**src/rtl/sorted_vector_serializer.sv**
```systemverilog
// sorted_vector_serializer
// Turns a full parallel vector from the sorting network into a stream of
// single numbers with a valid/ready handshake. The source has no
// backpressure, so two vector slots form a ping-pong buffer. A vector that
// arrives while both slots are occupied is dropped and flagged.
module sorted_vector_serializer #(
  parameter int NUMBER_WIDTH    = 10,
  parameter int NUMBERS_AMOUNT  = 10,
  parameter bit EMIT_DESCENDING = 1'b0,
  parameter int IDX_W           = (NUMBERS_AMOUNT > 1) ? $clog2(NUMBERS_AMOUNT) : 1
) (
  input  logic                                        clk_i,
  input  logic                                        rst_i,
  input  logic [NUMBERS_AMOUNT-1:0][NUMBER_WIDTH-1:0] data_i,
  input  logic                                        data_valid_i,
  output logic [NUMBER_WIDTH-1:0]                     num_o,
  output logic [IDX_W-1:0]                            num_idx_o,
  output logic                                        num_valid_o,
  input  logic                                        num_ready_i,
  output logic                                        num_last_o,
  output logic                                        overflow_o,
  output logic                                        busy_o
);

  typedef enum logic [1:0] {
    OCC_EMPTY = 2'd0,
    OCC_ONE   = 2'd1,
    OCC_FULL  = 2'd2
  } occ_e;

  localparam logic [IDX_W-1:0] LAST_BEAT = IDX_W'(NUMBERS_AMOUNT - 1);

  occ_e                                        r_occ;
  logic [IDX_W-1:0]                            r_beat;
  logic                                        r_wr_sel;
  logic                                        r_rd_sel;
  logic                                        r_overflow;
  logic [NUMBERS_AMOUNT-1:0][NUMBER_WIDTH-1:0] r_slot [2];

  occ_e             w_occ_next;
  logic             w_valid;
  logic             w_last;
  logic             w_fire;
  logic             w_final_fire;
  logic             w_capture;
  logic             w_drop;
  logic [IDX_W-1:0] w_elem_idx;

  assign w_valid      = (r_occ != OCC_EMPTY);
  assign w_last       = w_valid && (r_beat == LAST_BEAT);
  assign w_fire       = w_valid && num_ready_i;
  assign w_final_fire = w_fire && w_last;
  // A full buffer can still take a vector when the final beat frees a slot
  // in the same cycle; otherwise the vector is lost.
  assign w_capture    = data_valid_i && ((r_occ != OCC_FULL) || w_final_fire);
  assign w_drop       = data_valid_i && (r_occ == OCC_FULL) && !w_final_fire;

  // Descending mode walks the slot from the top; num_idx_o stays in emit order.
  assign w_elem_idx   = EMIT_DESCENDING ? (LAST_BEAT - r_beat) : r_beat;

  assign num_valid_o  = w_valid;
  assign num_last_o   = w_last;
  assign num_idx_o    = r_beat;
  assign num_o        = r_slot[r_rd_sel][w_elem_idx];
  assign busy_o       = w_valid;
  assign overflow_o   = r_overflow;

  // Occupancy next state: +1 on capture, -1 on final fire, both cancel.
  always_comb begin
    // NOTE: the next state gets a default first so that every path assigns it
    // and no latch is inferred.
    w_occ_next = r_occ;
    if (w_capture && !w_final_fire) begin
      unique case (r_occ)
        OCC_EMPTY: w_occ_next = OCC_ONE;
        OCC_ONE:   w_occ_next = OCC_FULL;
        default:   w_occ_next = r_occ;
      endcase
    end else if (w_final_fire && !w_capture) begin
      unique case (r_occ)
        OCC_FULL: w_occ_next = OCC_ONE;
        OCC_ONE:  w_occ_next = OCC_EMPTY;
        default:  w_occ_next = r_occ;
      endcase
    end
  end

  // State register, slot writes, beat/read pointer advance and overflow pulse.
  always_ff @(posedge clk_i) begin
    // NOTE: sequential state uses non-blocking assignments so every register
    // samples the pre-edge values regardless of statement order.
    if (rst_i) begin
      r_occ      <= OCC_EMPTY;
      r_beat     <= '0;
      r_wr_sel   <= 1'b0;
      r_rd_sel   <= 1'b0;
      r_overflow <= 1'b0;
      // NOTE: the slots are reset too, so num_o reads 0 after reset rather
      // than stale data; this is what keeps storage out of plain RAM.
      r_slot[0]  <= '0;
      r_slot[1]  <= '0;
    end else begin
      r_occ      <= w_occ_next;
      r_overflow <= w_drop;
      if (w_capture) begin
        r_slot[r_wr_sel] <= data_i;
        r_wr_sel         <= ~r_wr_sel;
      end
      if (w_final_fire) begin
        r_beat   <= '0;
        r_rd_sel <= ~r_rd_sel;
      end else if (w_fire) begin
        r_beat <= r_beat + 1'b1;
      end
    end
  end

endmodule

```
**config.mk**
```make
export PLATFORM = sky130hd
export DESIGN_NAME = sorted_vector_serializer
export DESIGN_NICKNAME = d
export VERILOG_FILES = /design/src/rtl/sorted_vector_serializer.sv
export SDC_FILE = /design/constraint.sdc
export NUM_CORES = 1
export LEC_CHECK = 0
export CAP_MARGIN = 15
export CELL_PAD_IN_SITES_DETAIL_PLACEMENT = 1
export CELL_PAD_IN_SITES_GLOBAL_PLACEMENT = 1
export CORE_MARGIN = 1
export CORE_UTILIZATION = 42
export CTS_BUF_LIST = sky130_fd_sc_hd__clkbuf_16
export DETAILED_ROUTE_END_ITERATION = 6
export PLACE_DENSITY = 0.86
export SLEW_MARGIN = 20
export SYNTH_ARGS = -nofsm -noshare
export SYNTH_HDL_FRONTEND = slang
export SYNTH_SLANG_ARGS = --single-unit
```
**constraint.sdc**
```tcl
create_clock -name clk_i -period 7.1 [get_ports clk_i]
set_input_delay 1.775 -clock clk_i [delete_from_list [all_inputs] [get_ports clk_i]]
set_output_delay 1.775 -clock clk_i [all_outputs]
set_load 0.005 [all_outputs]
```
==> metrics, run 1 <==
clk buf depth 3; CP startpoint kind flop; Synth Area in Simple Gates 17.0%; site row count 55; multi-input logic area 3110 µm²; Die ar. 23600 µm²; top_reg_cell synth edfxtp_1; CTS tree built; Max Clk Rate 199 MHz; post-synthesis xor/xnor area fraction 0.454%; Max H-tree Level 1; pwr dens 250 nW/µm²; GRT Total Usage 21.4%; Final Max Tran Viols 0; Sink Count 210; status complete, no violations; Die H 154 µm; Synth Cell Area 9660 µm²; Syn Area/Cell 14.1 µm²; RePlAce Congestion 0.796; VDD IR max 161 µV; Worst Path Arrival 3240 ps; Via density 5.44; Hold Worst Slack 504 ps; Vias 5961; grt peak-use layer met2; Worst R2R Setup Slack 3680 ps; clock root buffer clkbuf_16; Tcrit/Tclk final 70.7%; total grt overflow 0; Hold Buf Count CTS 0; final net count 901; Worst R2R Start num_idx_o[0]$_SDFFE_PP0P_; post-synthesis async set-or-reset flop share 0%; met1 global-route usage 27.2%; ratio of cells with drive above 1 in the final layout 6.79%; Fill cells 2248; sequential share of the synthesized area 64.3%; Post-CTS Resized 0; FF/Latch Area 6210 µm²; chip width 154 µm; vias in the first global route 6445; CP Data Required Time 5330 ps; GR Util met3 3.21%; final setup fails 0; initial antenna violation count 0; Syn Inst Count 686; critical setup path kind flop to output pin; max_cap viols 0; Worst Tran Pin Value 985 ps; Inserted Clock Buffers 23; pre-CTS WS 2500 ps; Routed WL 25.0 mm; initial core utilization 42.8%; clk_skew 18.6 ps; first-pass GRT wire length 38.1 mm; Pre-Repair DR Iteration Count 6; Buffers on Ports 121; largest family of logic cells by synthesized area simple AND/OR/NAND/NOR gates; yosys warns 0; Post-DP HPWL 16.7 mm; M2 GR Usage 37.0%; post-route ant nets 0; boundary pin count 122; unrepaired setup endpoints after global routing false; critical path launch point num_idx_o[0]$_SDFFE_PP0P_; Clock transition at path regs 60 ps; Worst Setup End Kind output pin; max_slew headroom 34.3%; total power 2.91 mW; Synth Area in Compound Gates 3.50%; DRT iter0 DRCs 514; post-synthesis mux area share 10.6%; Setup crit end num_o[1]; # DRC 0; Post-CTS Setup Bufs 0; Fin Setup TNS 0 ps; Final Hold Viols 0; core area 22600 µm²; Post-synth EDFFs 200; worst reg-to-reg path cell count 6; largest net degree at the start of global routing 101; register bit total from synthesis 210; leakage 4.18 nW; number of diodes 0; area delta synth->final 20.9%; crit path setup slack, layout 2080 ps; RR Endpoint r_slot[0][0]$_SDFFCE_PN0P_; fin crit period 5020 ps; Unique masters post-synth 33; Post-Syn Nets 793; Crit Path Max Fanout 21; Worst-Skew Late Latency 510 ps; worst hold path class flop to flop; Synth Area in Adders 0.389%; drt wl/cell 22.8 µm
-- critical path, cell delays in order, from the launching register on --
cell and delay (ps):
dfxtp_1 850, and2_1 830, a21oi_1 300, nand3_1 170, nand3_1 120, clkdlybuf4s50_1 470
-- stage by stage --
stage / utilization [%] / instance area, µm² / std cells
floorplan: - / 9660 / 686
global placement: 48.6 / 11000 / 1054
detailed placement: 48.6 / 11000 / 1054
CTS: 51.7 / 11700 / 1095
global route: 51.7 / 11700 / 1095
finish: 51.7 / 11700 / 1095
-- cells in the final DEF (no fill, tap or decap), types with 12 or more instances in the layout --
master	n
clkdlybuf4s50_1	121
nand2_1	21
nand3_1	31
mux2i_1	80
a22oi_1	31
clkbuf_16	23
and2_1	202
edfxtp_1	200
a21oi_1	12
-- area by class of cell --
cell class / count / share of cell area [%]
inverter: 4 / 0.129
clock buffer: 23 / 4.93
multi-input combinational: 427 / 26.7
sequential: 210 / 53.2
tap: 285 / 3.05
clock inverter: 18 / 1.11
timing repair buffer: 128 / 10.9
-- sequential cells by signal, indices dropped and copies added, names as in the netlist, named ones only --
signal      count
r_occ           2
r_slot        200
r_wr_sel        1
r_rd_sel        1
overflow_o      1
num_idx_o       4
-- cell usage after synthesis (8+ instances only) --
library cell	n	area share [%]
buf_2	8	0.41
nand2_1	21	0.82
nor2_1	11	0.43
mux2i_1	80	8.3
nand3_1	31	1.6
dfxtp_1	10	2.1
edfxtp_1	200	62
clkbuf_1	10	0.39
a21oi_1	12	0.62
a22oi_1	31	2.4
buf_6	21	2.4
mux4_2	10	2.3
and2_1	202	13
-- how the worst min path moves through the flow --
stage	from	endpoint	cells after the start
after floorplan	r_rd_sel$_SDFFE_PP0P_	flop	2
after global placement	r_rd_sel$_SDFFE_PP0P_	r_rd_sel$_SDFFE_PP0P_	2
after detailed placement	r_rd_sel$_SDFFE_PP0P_	r_rd_sel$_SDFFE_PP0P_	2
after CTS	r_rd_sel$_SDFFE_PP0P_	r_rd_sel$_SDFFE_PP0P_	2
after global routing	r_rd_sel$_SDFFE_PP0P_	r_rd_sel$_SDFFE_PP0P_	2
final	r_rd_sel$_SDFFE_PP0P_	r_rd_sel$_SDFFE_PP0P_	2
-- report_power, final --
group	switching, mW	internal [mW]	total, mW
Clock	0.470	0.658	1.13
Combinational	0.160	0.136	0.296
Sequential	0.0309	1.46	1.49
-- cell families after synthesis --
| family | after synthesis |
|---|---|
| xor+xnor | 5 |
| buf+inv | 49 |
| fa+ha+maj | 3 |
| compound gates | 50 |
| flops | 210 |
| mux | 90 |
| simple gates | 279 |
-- per-layer routing --
metal / up-vias / share of wire (%)
met3: 55 / 6.9
met4: 0 / 3.3
met5: - / 0
li1: 2696 / -
met2: 239 / 50
met1: 2971 / 40
Note: power is estimated with default switching activity, not from simulation.
==> run 2: changes to the inputs <==
==> constraint.sdc (replaced) <==
create_clock -name clk_i -period 4.4 [get_ports clk_i]
set_input_delay 1.1 -clock clk_i [delete_from_list [all_inputs] [get_ports clk_i]]
set_output_delay 1.1 -clock clk_i [all_outputs]
set_load 0.005 [all_outputs]
==> run 2 against run 1 <==
Against the previous run:
- die area did not move
- clock skew decreased by 2.4 ps
- via count up 0.57%
- final cell count up 0.91%
- highest routed layer unchanged
- clock power is 67% higher
- critical endpoint is now num_o[0]
- wire length up 2.2%
- largest power group unchanged
==> metrics, run 2 (same netlist as run 1, synthesis figures left out) <==
status complete, no violations; initial antenna violation count 0; Crit Path Max Fanout 27; final net count 912; placed cell count 1066; CTS tree built; Tcrit/Tclk final 90.9%; top routing layer used met4; chip width 154 µm; Max Clk Rate 250 MHz; DRT iter0 DRCs 433; Hold Buf Count CTS 0; Post-DP HPWL 16.8 mm; max_cap viols 0; max_slew headroom 44.6%; Max H-tree Level 1; commonest non-fill, non-tap cell in the layout and2_1; Worst Path Arrival 2900 ps; Sink Count 210; GRT Total Usage 21.6%; Routed WL 25.5 mm; worst path buffer plus inverter count 2; Post-DP Area 11100 µm²; most flop-heavy register r_slot; CP startpoint kind flop; Via density 5.43; Cell Chain, Critical Path buf_4 -> mux2i_1 -> a22oi_1 -> nand3_1 -> nand3_1 -> clkdlybuf4s50_1; slowest CP cell dfxtp_4; Die H 154 µm; RePlAce Congestion 0.739; Post-CTS Setup Bufs 0; critical setup path kind flop to output pin; Final Cell Area 11800 µm²; pwr dens 404 nW/µm²; # DRC 0; drt wl/cell 23.1 µm; M1 WL 10.4 mm; CP max stage delay 670 ps; Hold Worst Slack 564 ps; Worst Setup End Kind output pin; Clock transition at path regs 60 ps; boundary pin count 122; Vias 5995; ratio of cells with drive above 1 in the final layout 8.05%; total grt overflow 0; leakage 4.26 nW; Routed met2 length 12.8 mm; Cell Count, Final, Fillers Out 1105; routed wl met3 1.27 mm; max reg flops 200; fin crit period 4000 ps; CP Data Required Time 3300 ps; Final Max Tran Viols 0; clock root buffer clkbuf_16; clk_skew 16.3 ps; initial core utilization 42.8%; clk buf depth 3; Die ar. 23600 µm²; total power 4.78 mW; final setup fails 0; post-route ant nets 0; Buffers on Ports 121; crit-path most repeated cell nand3_1; Worst-Skew Late Latency 500 ps; worst hold path class flop to flop; area delta synth->final 22.6%; Fin Setup TNS 0 ps; first-pass GRT wire length 38.0 mm; VDD IR max 272 µV; crit path setup slack, layout 400 ps; unrepaired setup endpoints after global routing false; vias in the first global route 6499; Worst Tran Pin Value 827 ps; Fill cells 2237; Post-CTS Resized 0; Worst path top cell family by delay buffers and inverters; site row count 55; Pre-Repair DR Iteration Count 5; fin util 52.4%; number of diodes 0; core area 22600 µm²; most frequent cells in the layout 202 x and2_1, 200 x edfxtp_1, 121 x clkdlybuf4s50_1; Final Hold Viols 0; Inserted Clock Buffers 22; largest net degree at the start of global routing 81; pre-CTS WS 729 ps
==> run 2: final timing paths <==
kind	to	slack, ps	cells past startpoint	start
setup / recovery	num_o[0]	400	6	flop
hold / removal	flop	560	2	r_rd_sel$_SDFFE_PP0P_
setup reg to reg	r_slot[1][5]$_SDFFCE_PN0P_	1530	7	num_idx_o[0]$_SDFFE_PP0P_
hold reg to reg	flop	560	2	r_rd_sel$_SDFFE_PP0P_
==> run 2: power breakdown <==
group | internal (mW) | switching (mW) | leakage [nW] | total [mW]
sequential | 2.35 | 0.0489 | 2.21 | 2.40
clock | 1.12 | 0.769 | 0.368 | 1.89
combinational | 0.233 | 0.260 | 1.69 | 0.493
total | 3.71 | 1.08 | 4.26 | 4.78
==> run 2: final cells by class <==
type,count,area (µm²),area share (%)
Clock buffer,23,576,4.86
Multi-Input combinational cell,427,3100,26.2
Timing Repair Buffer,140,1430,12.1
Clock inverter,16,150,1.27
Inverter,4,15.0,0.127
Tap cell,285,357,3.01
Sequential cell,210,6210,52.5
==> run 2: worst min-delay path, cell delays in order, from the launching register on <==
cell and delay [ps]:
dfxtp_1 330, xor2_1 90, nor2_1 100
==> run 2: layer usage <==
metal / GRT usage, % / vias up
met2: 37.3 / 205
li1: - / 2710
met4: 9.48 / 0
met1: 26.9 / 3012
met5: 0 / -
met3: 3.07 / 68
